### src/rtl/sysarr_pkg.sv
`default_nettype none
// ============================================================================
//  Package     : sysarr_pkg
//  Description : Shared constants, FSM state encoding and FP16 helper for the
//                3x3 systolic-array feeder.
//  Revision    : 1.0  initial release
// ============================================================================
package sysarr_pkg;

    localparam int DW     = 16;        // FP16 word width
    localparam int N      = 3;         // matrix dimension
    localparam int NN     = N * N;     // words per matrix
    localparam int NLANE  = 2 * N - 1; // west / north lanes driven
    localparam int NFETCH = 2 * NN;    // words fetched per run (A then B)
    localparam int IDX_W  = 5;         // width of a fetch index 0..NFETCH-1

    // IEEE-754 binary16 exponent field
    localparam int          FP16_EXP_MSB  = 14;
    localparam int          FP16_EXP_LSB  = 10;
    localparam logic [4:0]  FP16_EXP_ONES = 5'h1F;

    typedef enum logic [3:0] {
        ST_IDLE  = 4'd0,
        ST_FETCH = 4'd1,
        ST_DRAIN = 4'd2,
        ST_FLUSH = 4'd3,
        ST_WAVE0 = 4'd4,
        ST_WAVE1 = 4'd5,
        ST_WAVE2 = 4'd6,
        ST_TAIL  = 4'd7,
        ST_DONE  = 4'd8
    } state_t;

    // An all-ones exponent encodes Inf or NaN.
    function automatic logic fp16_is_special(input logic [DW-1:0] w);
        return w[FP16_EXP_MSB:FP16_EXP_LSB] == FP16_EXP_ONES;
    endfunction

endpackage
`default_nettype wire

### src/rtl/sysarray_feeder_rd_tag_pipe.sv
`default_nettype none
// ============================================================================
//  Module      : rd_tag_pipe
//  Description : DEPTH-deep shift register of {valid, index} tags that tracks
//                outstanding block-RAM reads. The tag of a read issued in
//                cycle c appears on the outputs in cycle c+DEPTH, the same
//                cycle the RAM returns the data.
//  Ports       : clock, reset     - clock, synchronous active-high reset
//                in_valid/in_idx  - tag of the read issued this cycle
//                out_valid/out_idx- tag of the read whose data is on the bus
//  Revision    : 1.0  initial release
// ============================================================================
module rd_tag_pipe
#(
    parameter int DEPTH = 2,
    parameter int IW    = sysarr_pkg::IDX_W
) (
    input  logic          clock,
    input  logic          reset,
    input  logic          in_valid,
    input  logic [IW-1:0] in_idx,
    output logic          out_valid,
    output logic [IW-1:0] out_idx
);
    import sysarr_pkg::*;

    logic [IW:0] stage_q [DEPTH];
    logic [IW:0] stage_d [DEPTH];

    always_comb begin
        stage_d[0] = {in_valid, in_idx};
        for (int i = 1; i < DEPTH; i++) begin
            stage_d[i] = stage_q[i-1];
        end
    end

    always_ff @(posedge clock) begin
        if (reset) begin
            for (int i = 0; i < DEPTH; i++) begin
                stage_q[i] <= '0;
            end
        end else begin
            for (int i = 0; i < DEPTH; i++) begin
                stage_q[i] <= stage_d[i];
            end
        end
    end

    assign out_valid = stage_q[DEPTH-1][IW];
    assign out_idx   = stage_q[DEPTH-1][IW-1:0];

endmodule
`default_nettype wire

### src/rtl/sysarray_feeder.sv
`default_nettype none
// ============================================================================
//  Module      : sysarray_feeder
//  Description : Loads two row-major 3x3 FP16 matrices (A then B) from a
//                single-port BRAM and drives the systolic array's west (a)
//                and north (b) inputs with a diagonally skewed three-wave
//                schedule followed by zero tail cycles.
//  Ports       : clock, reset        - clock, synchronous active-high reset
//                start               - begin a run (sampled only in IDLE)
//                busy, done, launch  - run status / pulses
//                mem_en, mem_addr,
//                mem_rdata           - BRAM read port
//                a_out0..4, b_out0..4- array west / north inputs
//                c_out0..4           - array c inputs, constant zero
//                nan_flag            - sticky: Inf/NaN word loaded this run
//  Options     : SYSARR_FEEDER_NANCHK_EN builds the Inf/NaN detector;
//                without it nan_flag is tied low.
//  Revision    : 1.0  initial release
// ============================================================================
module sysarray_feeder
#(
    parameter int DW       = 16,
    parameter int AW       = 5,
    parameter int BASE_A   = 0,
    parameter int BASE_B   = 9,
    parameter int RD_LAT   = 2,
    parameter int TAIL_CYC = 5
) (
    input  logic          clock,
    input  logic          reset,
    input  logic          start,
    output logic          busy,
    output logic          done,
    output logic          launch,
    output logic          mem_en,
    output logic [AW-1:0] mem_addr,
    input  logic [DW-1:0] mem_rdata,
    output logic [DW-1:0] a_out0,
    output logic [DW-1:0] a_out1,
    output logic [DW-1:0] a_out2,
    output logic [DW-1:0] a_out3,
    output logic [DW-1:0] a_out4,
    output logic [DW-1:0] b_out0,
    output logic [DW-1:0] b_out1,
    output logic [DW-1:0] b_out2,
    output logic [DW-1:0] b_out3,
    output logic [DW-1:0] b_out4,
    output logic [DW-1:0] c_out0,
    output logic [DW-1:0] c_out1,
    output logic [DW-1:0] c_out2,
    output logic [DW-1:0] c_out3,
    output logic [DW-1:0] c_out4,
    output logic          nan_flag
);
    import sysarr_pkg::*;

    localparam int CW = 8;  // shared fetch / drain / tail counter width

    state_t          state_q, state_d;
    logic [CW-1:0]   cnt_q, cnt_d;
    logic            busy_q, busy_d;
    logic            done_q, done_d;
    logic            launch_q, launch_d;
    logic            mem_en_q, mem_en_d;
    logic [AW-1:0]   mem_addr_q, mem_addr_d;

    logic [DW-1:0]   a_mat_q [NN];
    logic [DW-1:0]   a_mat_d [NN];
    logic [DW-1:0]   b_mat_q [NN];
    logic [DW-1:0]   b_mat_d [NN];
    logic [DW-1:0]   a_q [NLANE];
    logic [DW-1:0]   a_d [NLANE];
    logic [DW-1:0]   b_q [NLANE];
    logic [DW-1:0]   b_d [NLANE];

    logic            tag_valid;
    logic [IDX_W-1:0] tag_idx;
    logic            load_en;
    logic [1:0]      load_w;

    // Fetch index 0..8 maps into A, 9..17 into B.
    function automatic logic [AW-1:0] fetch_addr(input logic [CW-1:0] idx);
        if (idx < CW'(NN)) begin
            return AW'(BASE_A + int'(idx));
        end
        return AW'(BASE_B + int'(idx) - NN);
    endfunction

    rd_tag_pipe #(
        .DEPTH (RD_LAT),
        .IW    (IDX_W)
    ) u_rd_tag_pipe (
        .clock     (clock),
        .reset     (reset),
        .in_valid  (mem_en_q),
        .in_idx    (cnt_q[IDX_W-1:0]),
        .out_valid (tag_valid),
        .out_idx   (tag_idx)
    );

    always_comb begin
        state_d    = state_q;
        cnt_d      = cnt_q;
        done_d     = 1'b0;
        launch_d   = 1'b0;
        mem_en_d   = 1'b0;
        mem_addr_d = mem_addr_q;
        load_en    = 1'b0;
        load_w     = 2'd0;
        for (int i = 0; i < NN; i++) begin
            a_mat_d[i] = a_mat_q[i];
            b_mat_d[i] = b_mat_q[i];
        end
        for (int i = 0; i < NLANE; i++) begin
            a_d[i] = '0;
            b_d[i] = '0;
        end

        // Retire the read whose data is on the bus this cycle.
        if (tag_valid) begin
            if (tag_idx < IDX_W'(NN)) begin
                a_mat_d[tag_idx[3:0]] = mem_rdata;
            end else begin
                b_mat_d[4'(tag_idx - IDX_W'(NN))] = mem_rdata;
            end
        end

        case (state_q)
            ST_IDLE: begin
                if (start) begin
                    state_d    = ST_FETCH;
                    cnt_d      = '0;
                    mem_en_d   = 1'b1;
                    mem_addr_d = fetch_addr('0);
                    for (int i = 0; i < NN; i++) begin
                        a_mat_d[i] = '0;
                        b_mat_d[i] = '0;
                    end
                end
            end
            ST_FETCH: begin
                // cnt_q is the index of the address presented this cycle.
                if (cnt_q == CW'(NFETCH - 1)) begin
                    state_d = ST_DRAIN;
                    cnt_d   = '0;
                end else begin
                    mem_en_d   = 1'b1;
                    cnt_d      = cnt_q + CW'(1);
                    mem_addr_d = fetch_addr(cnt_q + CW'(1));
                end
            end
            ST_DRAIN: begin
                if (cnt_q == CW'(RD_LAT - 1)) begin
                    state_d = ST_FLUSH;
                end else begin
                    cnt_d = cnt_q + CW'(1);
                end
            end
            ST_FLUSH: begin
                state_d  = ST_WAVE0;
                launch_d = 1'b1;
                load_en  = 1'b1;
                load_w   = 2'd0;
            end
            ST_WAVE0: begin
                state_d = ST_WAVE1;
                load_en = 1'b1;
                load_w  = 2'd1;
            end
            ST_WAVE1: begin
                state_d = ST_WAVE2;
                load_en = 1'b1;
                load_w  = 2'd2;
            end
            ST_WAVE2: begin
                cnt_d = '0;
                if (TAIL_CYC == 0) begin
                    state_d = ST_DONE;
                    done_d  = 1'b1;
                end else begin
                    state_d = ST_TAIL;
                end
            end
            ST_TAIL: begin
                if (cnt_q == CW'(TAIL_CYC - 1)) begin
                    state_d = ST_DONE;
                    done_d  = 1'b1;
                end else begin
                    cnt_d = cnt_q + CW'(1);
                end
            end
            ST_DONE: begin
                state_d = ST_IDLE;
            end
            default: begin
                state_d = ST_IDLE;
            end
        endcase

        // Wave w: row w of A enters lanes w..w+2, column w of B likewise,
        // so each successive wave shifts one lane further along the skew.
        if (load_en) begin
            for (int r = 0; r < N; r++) begin
                a_d[int'(load_w) + r] = a_mat_q[N * int'(load_w) + r];
                b_d[int'(load_w) + r] = b_mat_q[N * r + int'(load_w)];
            end
        end

        busy_d = (state_d != ST_IDLE);
    end

    always_ff @(posedge clock) begin
        if (reset) begin
            state_q    <= ST_IDLE;
            cnt_q      <= '0;
            busy_q     <= 1'b0;
            done_q     <= 1'b0;
            launch_q   <= 1'b0;
            mem_en_q   <= 1'b0;
            mem_addr_q <= '0;
            for (int i = 0; i < NN; i++) begin
                a_mat_q[i] <= '0;
                b_mat_q[i] <= '0;
            end
            for (int i = 0; i < NLANE; i++) begin
                a_q[i] <= '0;
                b_q[i] <= '0;
            end
        end else begin
            state_q    <= state_d;
            cnt_q      <= cnt_d;
            busy_q     <= busy_d;
            done_q     <= done_d;
            launch_q   <= launch_d;
            mem_en_q   <= mem_en_d;
            mem_addr_q <= mem_addr_d;
            for (int i = 0; i < NN; i++) begin
                a_mat_q[i] <= a_mat_d[i];
                b_mat_q[i] <= b_mat_d[i];
            end
            for (int i = 0; i < NLANE; i++) begin
                a_q[i] <= a_d[i];
                b_q[i] <= b_d[i];
            end
        end
    end

`ifdef SYSARR_FEEDER_NANCHK_EN
    logic nan_q, nan_d;

    always_comb begin
        nan_d = nan_q;
        if (state_q == ST_IDLE && start) begin
            nan_d = 1'b0;
        end else if (tag_valid && fp16_is_special(mem_rdata)) begin
            nan_d = 1'b1;
        end
    end

    always_ff @(posedge clock) begin
        if (reset) begin
            nan_q <= 1'b0;
        end else begin
            nan_q <= nan_d;
        end
    end

    assign nan_flag = nan_q;
`else
    assign nan_flag = 1'b0;
`endif

    assign busy     = busy_q;
    assign done     = done_q;
    assign launch   = launch_q;
    assign mem_en   = mem_en_q;
    assign mem_addr = mem_addr_q;

    assign a_out0 = a_q[0];
    assign a_out1 = a_q[1];
    assign a_out2 = a_q[2];
    assign a_out3 = a_q[3];
    assign a_out4 = a_q[4];
    assign b_out0 = b_q[0];
    assign b_out1 = b_q[1];
    assign b_out2 = b_q[2];
    assign b_out3 = b_q[3];
    assign b_out4 = b_q[4];

    assign c_out0 = '0;
    assign c_out1 = '0;
    assign c_out2 = '0;
    assign c_out3 = '0;
    assign c_out4 = '0;

endmodule
`default_nettype wire

### config.mk
export PLATFORM = sky130hd
export DESIGN_NAME = sysarray_feeder
export DESIGN_NICKNAME = d
export VERILOG_FILES = /design/src/rtl/sysarr_pkg.sv /design/src/rtl/sysarray_feeder_rd_tag_pipe.sv /design/src/rtl/sysarray_feeder.sv
export SDC_FILE = /design/constraint.sdc
export NUM_CORES = 1
export LEC_CHECK = 0
export ABC_CLOCK_PERIOD_IN_PS = 9600
export CORE_MARGIN = 2
export CORE_UTILIZATION = 38
export CTS_BUF_LIST = sky130_fd_sc_hd__clkbuf_4
export DETAILED_ROUTE_END_ITERATION = 12
export SLEW_MARGIN = 10
export SYNTH_ARGS = -nofsm -noshare
export SYNTH_HDL_FRONTEND = slang
export SYNTH_HIERARCHICAL = 1
export SYNTH_SLANG_ARGS = --single-unit
### constraint.sdc
create_clock -name clock -period 9.6 [get_ports clock]
set_input_delay 1.44 -clock clock [delete_from_list [all_inputs] [get_ports clock]]
set_output_delay 1.44 -clock clock [all_outputs]
set_load 0.05 [all_outputs]
==> metrics.txt <==
setup TNS 0 ps; # setup viols final 0; total I/O pin count 269; multiplexer share of the synthesized area 6.475%; maximum VDD drop 0.08679 mV; mean instance size in the synthesized netlist 7.995 um^2; setup clock skew after layout 51.41 ps; Crit Reg-Reg Endpoint a_q[0][47]$_SDFF_PP0_; share of the synthesized netlist area taken by xor and xnor gates 0.3955%; root buffer selected by CTS clkbuf_4; shortest period the worst path allows 5155 ps; total power divided by cell area 161.1 nW/um^2; Leak Pwr 9.214 nW; Hold Crit Start u_rd_tag_pipe/stage_q[0][1]$_SDFF_PP0_; slowest cell on the critical path buf_4; Yosys reg bits 481; Max clock buf depth 3; clock transition at the register clock pins on the worst setup and hold paths after CTS 70 ps; multi-input gate area in the final layout 11210 um^2; wire length after detailed routing 84920 um; ranking of synthesized cells by instance count 730 x nand2_1, 481 x dfxtp_1, 358 x a21oi_1, 187 x clkbuf_1, 181 x nor2_1; antenna viol nets, final 0; number of instances in the synthesized netlist 2770; fraction of final layout cells sized beyond drive strength 1 11.07%; transition time at the pin with the least slew margin 1340 ps; nets 2920; CP Max Fanout 82; number of buffers added for setup after CTS 0; highest attainable clock frequency 194.0 MHz; unrepaired setup endpoints after global routing false; area inside the core boundary 57700 um^2; worst reg-to-reg path cell count 12; Critical Path End Type register; number of placement rows 88; clock tree from TritonCTS built; end point of the most critical hold path u_rd_tag_pipe/stage_q[0][7]$_SDFF_PP0_; type of the tightest min-delay check reg2reg; number of hold violations in the final report 0; maxcap violations 0; Critical Setup Path Class reg2reg; wire length of the first global-routing pass 125300 um; sequential-to-total area share from yosys stat 43.48%; fraction of the mapped netlist area in adder cells 0.5650%; final-layout worst hold slack 444.7 ps; most frequent cell after synthesis nand2_1; required time of the critical path 10470 ps; HPWL after detailed placement 54380 um; wire per inst 22.61 um; CTS resizes 0; Tot GR Track Use 27.53%; Die Span X 245.4 um; post-synth top area share 43.48%; Slew Limit Fails 0; flip-flop and latch area 9629 um^2; CP dominant cell by count buf_4; total placed instance area 23990 um^2; Crit path largest cell delay 780 ps; fillers 5754; clk sinks 481; final design instance area without fill 25770 um^2; Worst R2R Setup Slack 4440 ps; number of global-route vias before repair 19876; launch instance of the worst register-to-register path state_q[0]$_SDFF_PP0_; final core utilization 44.66%; largest cells by area after synthesis dfxtp_1 43%, nand2_1 12%, a21oi_1 8.1%; initial antenna violation count 5; Yosys warning total 6; data arrival time of the critical path 6030 ps; remaining global-route overflow 0; critical path launch point type register; simple-gate portion of the synthesized area 20.83%; area added between synthesis and finish 16.36%; library cells used by synthesis 72; average vias per placed instance 5.755; Worst-Skew Late Latency 1000 ps; synthesized area 22140 um^2; Post-CTS Hold Fix Bufs 0; pin count of the biggest net entering global routing 220; headroom to the max-slew limit 10.40%; overall via count from detail_route 21617; Hold Path Cell Cnt 1; cells along the critical path and4bb_2 -> buf_4 -> inv_2 -> ha_1 -> buf_4 -> clkinv_2 -> buf_4 -> and3_1 -> a2111oi_0 -> nor4_1 -> a31oi_1 -> a221oi_1; routability cong. 0.9386; violation count after the first detailed-routing iteration 2858; maximum level of the CTS H-tree 4; main flop type after synthesis dfxtp_1; main combinational cell family by area after synthesis simple AND/OR/NAND/NOR gates; final worst-path cycle share 53.70%; Initial DRT Pass Iterations 7; outcome finished clean; post-synthesis compound-gate area fraction 20.69%; number of flops mapped to enable cells by yosys 0; biggest area consumer among synthesized cells dfxtp_1; count of unresolved DRC violations after routing 0; I/O Buffers 187; Chip Height 245.4 um; clock buffers created by TritonCTS 131; Die ar. 60220 um^2; fraction of registers with async set/reset 0%; Initial Util 38.38%
-- cell type report --
cell class | count | area share, %
antenna | 1 | 0.009712
clock buffer | 185 | 5.390
clock inverter | 47 | 1.505
inverter | 15 | 0.2282
multi-input combinational | 2042 | 43.51
sequential | 481 | 37.37
tap | 765 | 3.715
timing repair buffer | 220 | 8.274
-- layer usage --
layer,vias to the layer above,global-route usage (%),wire [um]
li1,9773,-,-
met1,10283,39.22,37030
met2,1361,38.95,35290
met3,192,8.207,10030
met4,8,10.09,2519
met5,-,0,50
-- sequential cells by signal, summed over array words and instances (netlist names) --
| signal | flops |
|---|---|
| launch | 1 |
| busy | 1 |
| mem_en | 1 |
| mem_addr | 5 |
| done | 1 |
| a_q | 80 |
| state_q | 4 |
| cnt_q | 8 |
| a_mat_q | 144 |
| b_mat_q | 144 |
| b_q | 80 |
| u_rd_tag_pipe/stage_q | 12 |
-- report_power, final --
group,switching (mW),internal (mW),total [mW]
clock,0.895,1.08,1.98
combinational,0.150,0.0215,0.171
sequential,0.00522,2.00,2.00
total,1.05,3.10,4.15
-- metrics by stage --
step,total power [mW],std cells,setup WS [ps]
floorplan,2.204,2850,5992
global placement,2.216,3523,4724
detailed placement,2.217,3523,4643
CTS,4.173,3755,4606
global route,4.287,3756,4126
finish,4.152,3756,4445
-- logic make-up (layout without fill, tap and decap cells) --
kind of cell	after synthesis	after routing
fa+ha+maj	10	10
xor+xnor	10	10
compound gates	742	742
flops	481	481
simple gates	1101	1101
other cells	1	82
buf+inv	327	467
mux	98	98
-- worst max-delay path by stage --
stage	cells after the start	to	from	slack (ps)
2_1_floorplan	12	b_q[0][60]$_SDFF_PP0_	state_q[3]$_SDFF_PP0_	5990
3_3_place_gp	12	a_q[0][47]$_SDFF_PP0_	state_q[0]$_SDFF_PP0_	4720
3_5_place_dp	11	b_q[0][53]$_SDFF_PP0_	state_q[1]$_SDFF_PP0_	4640
4_1_cts	11	b_q[0][53]$_SDFF_PP0_	state_q[1]$_SDFF_PP0_	4610
5_1_grt	12	a_q[0][47]$_SDFF_PP0_	state_q[0]$_SDFF_PP0_	4130
6_report	12	a_q[0][47]$_SDFF_PP0_	state_q[0]$_SDFF_PP0_	4440
-- layout by cell type (no fill, tap or decap), types with 36 or more instances in the layout --
cell               n
nand2_1          729
dfxtp_1          481
a21oi_1          358
clkdlybuf4s50_1  187
clkbuf_4         185
nor2_1           174
o21ai_0           92
conb_1            81
mux2i_1           60
nand3_1           44
a21o_1            41
a31oi_1           36
a22oi_1           36
-- critical path: cells and delay by family (launching register included) --
family / cells / cell delay (ps)
buf+inv: 5 / 2060
simple gates: 3 / 1280
flops: 1 / 630
compound gates: 3 / 630
fa+ha+maj: 1 / 380
(Power assumes the default switching activity.)
